<file path="src/rtl/keypad_matrix_scanner.sv">
// rtl/keypad_matrix_scanner.sv - matrix keypad scanner with debounce, multi-key rejection and key FIFO
module keypad_matrix_scanner #(
    parameter int ROWS       = 4,
    parameter int COLS       = 4,
    parameter int SCAN_DIV   = 10000,
    parameter int DEBOUNCE   = 4,
    parameter int FIFO_DEPTH = 8,
    localparam int KW        = $clog2(ROWS*COLS),
    localparam int CNT_W     = $clog2(FIFO_DEPTH) + 1
) (
    input  logic             clk_i,
    input  logic             rst_i,
    input  logic [ROWS-1:0]  row_i,
    output logic [COLS-1:0]  col_o,
    output logic [KW-1:0]    key_code_o,
    output logic             key_valid_o,
    input  logic             key_ready_i,
    output logic [CNT_W-1:0] fifo_count_o,
    output logic             overflow_o
);

    localparam int NK = ROWS * COLS;
    localparam int DW = $clog2(SCAN_DIV);
    localparam int CW = $clog2(COLS);
    localparam int SW = $clog2(DEBOUNCE + 1);
    localparam int AW = $clog2(FIFO_DEPTH);

    typedef enum logic [1:0] {
        S_IDLE,
        S_PRESSED,
        S_BLOCKED
    } state_t;

    logic [ROWS-1:0]  r_row_s1;
    logic [ROWS-1:0]  r_row_s2;
    logic [DW-1:0]    r_dwell;
    logic [CW-1:0]    r_col;
    logic [NK-1:0]    r_snap;
    logic             r_eval;
    logic [NK-1:0]    r_prev;
    logic [SW-1:0]    r_stable;
    logic [NK-1:0]    r_deb;
    logic             r_fsm_go;
    state_t           r_state;
    logic [KW-1:0]    r_mem [FIFO_DEPTH];
    logic [AW-1:0]    r_wr_ptr;
    logic [AW-1:0]    r_rd_ptr;
    logic [CNT_W-1:0] r_count;
    logic             r_overflow;

    logic [ROWS-1:0]  w_rows;
    logic             w_last_dwell;
    logic             w_frame_end;
    logic [SW-1:0]    w_stable_nxt;
    logic             w_any;
    logic             w_multi;
    logic [KW-1:0]    w_code;
    logic             w_push;
    logic             w_pop;
    logic             w_full;
    logic             w_wr;

    assign w_rows       = ~r_row_s2;
    assign w_last_dwell = (r_dwell == DW'(SCAN_DIV - 1));
    assign w_frame_end  = w_last_dwell && (r_col == CW'(COLS - 1));
    assign col_o        = ~(COLS'(1) << r_col);

    // Synchroniser, column scan and per-column snapshot capture
    always_ff @(posedge clk_i) begin
        if (rst_i) begin
            r_row_s1 <= '1;
            r_row_s2 <= '1;
            r_dwell  <= '0;
            r_col    <= '0;
            r_snap   <= '0;
            r_eval   <= 1'b0;
        end else begin
            r_row_s1 <= row_i;
            r_row_s2 <= r_row_s1;
            r_eval   <= w_frame_end;
            if (w_last_dwell) begin
                r_dwell <= '0;
                r_col   <= (r_col == CW'(COLS - 1)) ? '0 : r_col + CW'(1);
            end else begin
                r_dwell <= r_dwell + DW'(1);
            end
            for (int r = 0; r < ROWS; r++) begin
                for (int c = 0; c < COLS; c++) begin
                    if (w_last_dwell && (r_col == CW'(c)))
                        r_snap[r*COLS + c] <= w_rows[r];
                end
            end
        end
    end

    always_comb begin
        w_stable_nxt = SW'(1);
        if (r_snap == r_prev) begin
            if (r_stable >= SW'(DEBOUNCE))
                w_stable_nxt = SW'(DEBOUNCE);
            else
                w_stable_nxt = r_stable + SW'(1);
        end
    end

    always_ff @(posedge clk_i) begin
        if (rst_i) begin
            r_prev   <= '0;
            r_stable <= '0;
            r_deb    <= '0;
            r_fsm_go <= 1'b0;
        end else begin
            r_fsm_go <= r_eval;
            if (r_eval) begin
                r_prev   <= r_snap;
                r_stable <= w_stable_nxt;
                if (w_stable_nxt == SW'(DEBOUNCE))
                    r_deb <= r_snap;
            end
        end
    end

    // Classify the debounced matrix as none / exactly one / several keys
    always_comb begin
        w_any   = 1'b0;
        w_multi = 1'b0;
        w_code  = '0;
        for (int i = 0; i < NK; i++) begin
            if (r_deb[i]) begin
                if (w_any)
                    w_multi = 1'b1;
                w_any  = 1'b1;
                w_code = KW'(i);
            end
        end
    end

    assign w_push = r_fsm_go && (r_state == S_IDLE) && w_any && !w_multi;

    always_ff @(posedge clk_i) begin
        if (rst_i) begin
            r_state <= S_IDLE;
        end else if (r_fsm_go) begin
            case (r_state)
                S_IDLE: begin
                    if (w_multi)
                        r_state <= S_BLOCKED;
                    else if (w_any)
                        r_state <= S_PRESSED;
                end
                S_PRESSED, S_BLOCKED: begin
                    if (!w_any)
                        r_state <= S_IDLE;
                end
                default: r_state <= S_IDLE;
            endcase
        end
    end

    assign w_pop  = key_valid_o & key_ready_i;
    assign w_full = (r_count == CNT_W'(FIFO_DEPTH));
    // A pop in the same cycle frees the slot the push overwrites when full
    assign w_wr   = w_push & (!w_full | w_pop);

    always_ff @(posedge clk_i) begin
        if (rst_i) begin
            for (int i = 0; i < FIFO_DEPTH; i++)
                r_mem[i] <= '0;
            r_wr_ptr   <= '0;
            r_rd_ptr   <= '0;
            r_count    <= '0;
            r_overflow <= 1'b0;
        end else begin
            if (w_wr) begin
                r_mem[r_wr_ptr] <= w_code;
                r_wr_ptr        <= r_wr_ptr + AW'(1);
            end
            if (w_pop)
                r_rd_ptr <= r_rd_ptr + AW'(1);
            case ({w_wr, w_pop})
                2'b10:   r_count <= r_count + CNT_W'(1);
                2'b01:   r_count <= r_count - CNT_W'(1);
                default: r_count <= r_count;
            endcase
            if (w_push && w_full && !w_pop)
                r_overflow <= 1'b1;
        end
    end

    assign key_code_o   = r_mem[r_rd_ptr];
    assign key_valid_o  = (r_count != '0);
    assign fifo_count_o = r_count;
    assign overflow_o   = r_overflow;

endmodule

</file>
<file path="config.mk">
export PLATFORM = sky130hd
export DESIGN_NAME = keypad_matrix_scanner
export DESIGN_NICKNAME = d
export VERILOG_FILES = /design/src/rtl/keypad_matrix_scanner.sv
export SDC_FILE = /design/constraint.sdc
export NUM_CORES = 1
export LEC_CHECK = 0
export CORE_MARGIN = 2
export CORE_UTILIZATION = 55
export CTS_CLUSTER_SIZE = 12
export DETAILED_ROUTE_END_ITERATION = 7
export GPL_ROUTABILITY_DRIVEN = 0
export PLACE_DENSITY = 0.73
export RECOVER_POWER = 50
export SLEW_MARGIN = 30
export SYNTH_ARGS = -nofsm -noshare
export SYNTH_HDL_FRONTEND = slang
export SYNTH_SLANG_ARGS = --single-unit
</file>
<file path="constraint.sdc">
create_clock -name clk_i -period 3.7 [get_ports clk_i]
set_clock_uncertainty 0.15 [all_clocks]
set_input_delay 0.74 -clock clk_i [delete_from_list [all_inputs] [get_ports clk_i]]
set_output_delay 0.74 -clock clk_i [all_outputs]
set_load 0.05 [all_outputs]
</file>
==> impl_metrics.tcl <==
set metrics [dict create \
    final_layout_size_suffix_gt1_frac 0.107 \
    grt_use_total 0.207 \
    synth_cell_types 54 \
    yosys-top-cells-count "113 x nor2_1, 93 x dfxtp_1, 38 x mux2i_1" \
    power.density_mw_per_mm2 479 \
    die_h_um 104 \
    dieArea_sq_mm 0.0108 \
    nNetsFinal 577 \
    synth_nets 558 \
    cts_buffer_depth 2 \
    top_layer_used "met4" \
    grt_overflow 0 \
    cap_violations 0 \
    grt_max_degree 64 \
    final.setup.tns_ns 0 \
    fillCellCount 793 \
    start_util 0.566 \
    ant_nets 0 \
    async_flop_share 0 \
    final_cells 705 \
    avgSynthCellArea_sq_um 10.2 \
    met1_length_mm 5.01 \
    synth_edf_count 32 \
    diodes 0 \
    netlist_area_sq_mm 0.00551 \
    synthFlopType "dfxtp_1" \
    status "finished clean" \
    slew_headroom 0.133 \
    drtPass1Iterations 4 \
    ys_warn_count 0 \
    numCtsBuffers 17 \
    cts_max_level 4 \
    finalHoldViolCount 0 \
    cts.clk_slew.worst_paths_ns 0.06 \
    placementRows 36 \
    post-route-cell-area_sq_mm 0.00633 \
    clock-sinks 125 \
    setup.worst_path.start_class "flop" \
    placed_area_sq_mm 0.00581 \
    drc 0 \
    synth-seq-cells 125 \
    synth_top_area_share 0.338 \
    holdBufCountCts 0 \
    tritoncts "done" \
    required_ns 2.81 \
    antenna_found_initial 0 \
    vias 3834 \
    hold_path.class "reg -> reg" \
    whs_ns 0.257 \
    dr_wl_met3_um 315 \
    cp.arrival_ns 2.53 \
    finalMaxSlewViolations 0 \
    power.total_uw 3030 \
    first_global_vias 3747 \
    rsz0062_at_grt "false" \
    worst-path-max-fanout 8 \
    dieWidth_um 104 \
    worst_skew_pair.late_latency_ns 0.52 \
    critical_path_class "reg -> out" \
    max_freq_mhz 292 \
    yosys.area.top_type "dfxtp_1" \
    syn2layout_area_growth_pct 15.0 \
    viasPerCell 5.44 \
    grt_pass1_wl_mm 18.0 \
    ys_seq_area_frac 0.513 \
    dp_hpwl_mm 7.06 \
    drtIter0Drc 207 \
    routedWlPerCell_um 14.9 \
    io_buffers 20 \
    final-setup-viol-count 0 \
    endpoint_kind "output pin" \
    routed_wl_mm 10.5 \
    synthCells 540 \
    leakagePower_uw 0.00235 \
    io_pins 21 \
    root_buffer "clkbuf_8" \
    finalCritPeriodShare 0.925 \
    core_sq_mm 0.00973 \
    yosysMostFrequentCell "nor2_1" \
    peakVddDrop_mv 0.307 \
    wl_met2_mm 4.99 \
    min_period_ns 3.42 \
    worst_pin_slew_ns 1.29 \
    place_inst 673 \
    synthTopCellsByArea "dfxtp_1 34%, edfxtp_1 17%, nor2_1 7.7%" \
]
## layer usage
layer  GRT usage  up-vias
li1            -     1934
met1       0.270     1821
met2       0.336       66
met3      0.0432       13
met4      0.0830        0
met5           0        -
## cell type report
class | count | area (sq um) | share of cell area
clock buffers | 20 | 425 | 0.0672
clock inverters | 12 | 123 | 0.0194
inverters | 15 | 56.3 | 0.00889
multi-input cells | 375 | 2520 | 0.398
flip-flops and latches | 125 | 2820 | 0.446
well taps | 133 | 166 | 0.0263
repair buffers | 25 | 219 | 0.0346
## power by group
part           internal, uW  switching [uW]
clock network           950             581
logic                  26.1            40.0
registers              1420            10.8
## stage by stage
| stage | worst slack [ns] | utilization |
|---|---|---|
| after global routing | 0.154 | 0.651 |
| after CTS | 0.0422 | 0.653 |
| after global placement | 0.522 | 0.596 |
| after detailed placement | 0.451 | 0.597 |
| after floorplan | 0.532 | - |
| final | 0.277 | 0.651 |
## critical path: stages, from the launching register on
cell             delay [ns]
dfxtp_2                0.48
mux4_2                 0.56
mux2_2                 0.28
clkdlybuf4s50_1        0.70
## state kept, by name (all words and copies together) (netlist names), 3 cells and up, named ones only
name / flops
r_mem: 32
r_deb: 16
r_prev: 16
r_snap: 16
r_dwell: 14
fifo_count_o: 4
r_row_s1: 4
r_row_s2: 4
r_rd_ptr: 3
r_stable: 3
r_wr_ptr: 3
## cells in the final DEF (no fill, tap or decap), drive strengths merged, types with 14 or more instances in the layout
cell type | netlist | layout
nor3 | 18 | 18
inv | 15 | 15
xor2 | 28 | 28
a211oi | 19 | 19
edfxtp | 32 | 32
nor2 | 113 | 113
nand2 | 27 | 27
mux2i | 38 | 38
clkbuf | 20 | 25
dfxtp | 93 | 93
clkdlybuf4s50 | 0 | 14
## logic make-up after synthesis
logic type,after synthesis,synth area share
AND/OR/NAND/NOR,224,0.193
flip-flops,125,0.513
AO/OA/AOI/OAI,53,0.0691
multiplexers,51,0.113
buffers and inverters,40,0.0298
XOR/XNOR,34,0.0541
adder cells (fa/ha/maj),13,0.0286
## worst paths after layout
path | startpoint | endpoint | slack, ns | cells past startpoint
min | r_row_s1[1]$_SDFF_PP1_ | r_row_s2[1]$_SDFF_PP1_ | 0.26 | 1
max reg2reg | r_deb[4]$_SDFFE_PP0P_ | fifo_count_o[2]$_SDFFE_PP0P_ | 0.38 | 10
max | flop | key_code_o[2] | 0.28 | 3
min reg2reg | r_row_s1[1]$_SDFF_PP1_ | r_row_s2[1]$_SDFF_PP1_ | 0.26 | 1
## repair_timing
action,CTS,global route
buffers inserted,0,0
endpoints found under the setup margin,0,2
resized for setup,0,1
Note: power is estimated with default switching activity, not from simulation.
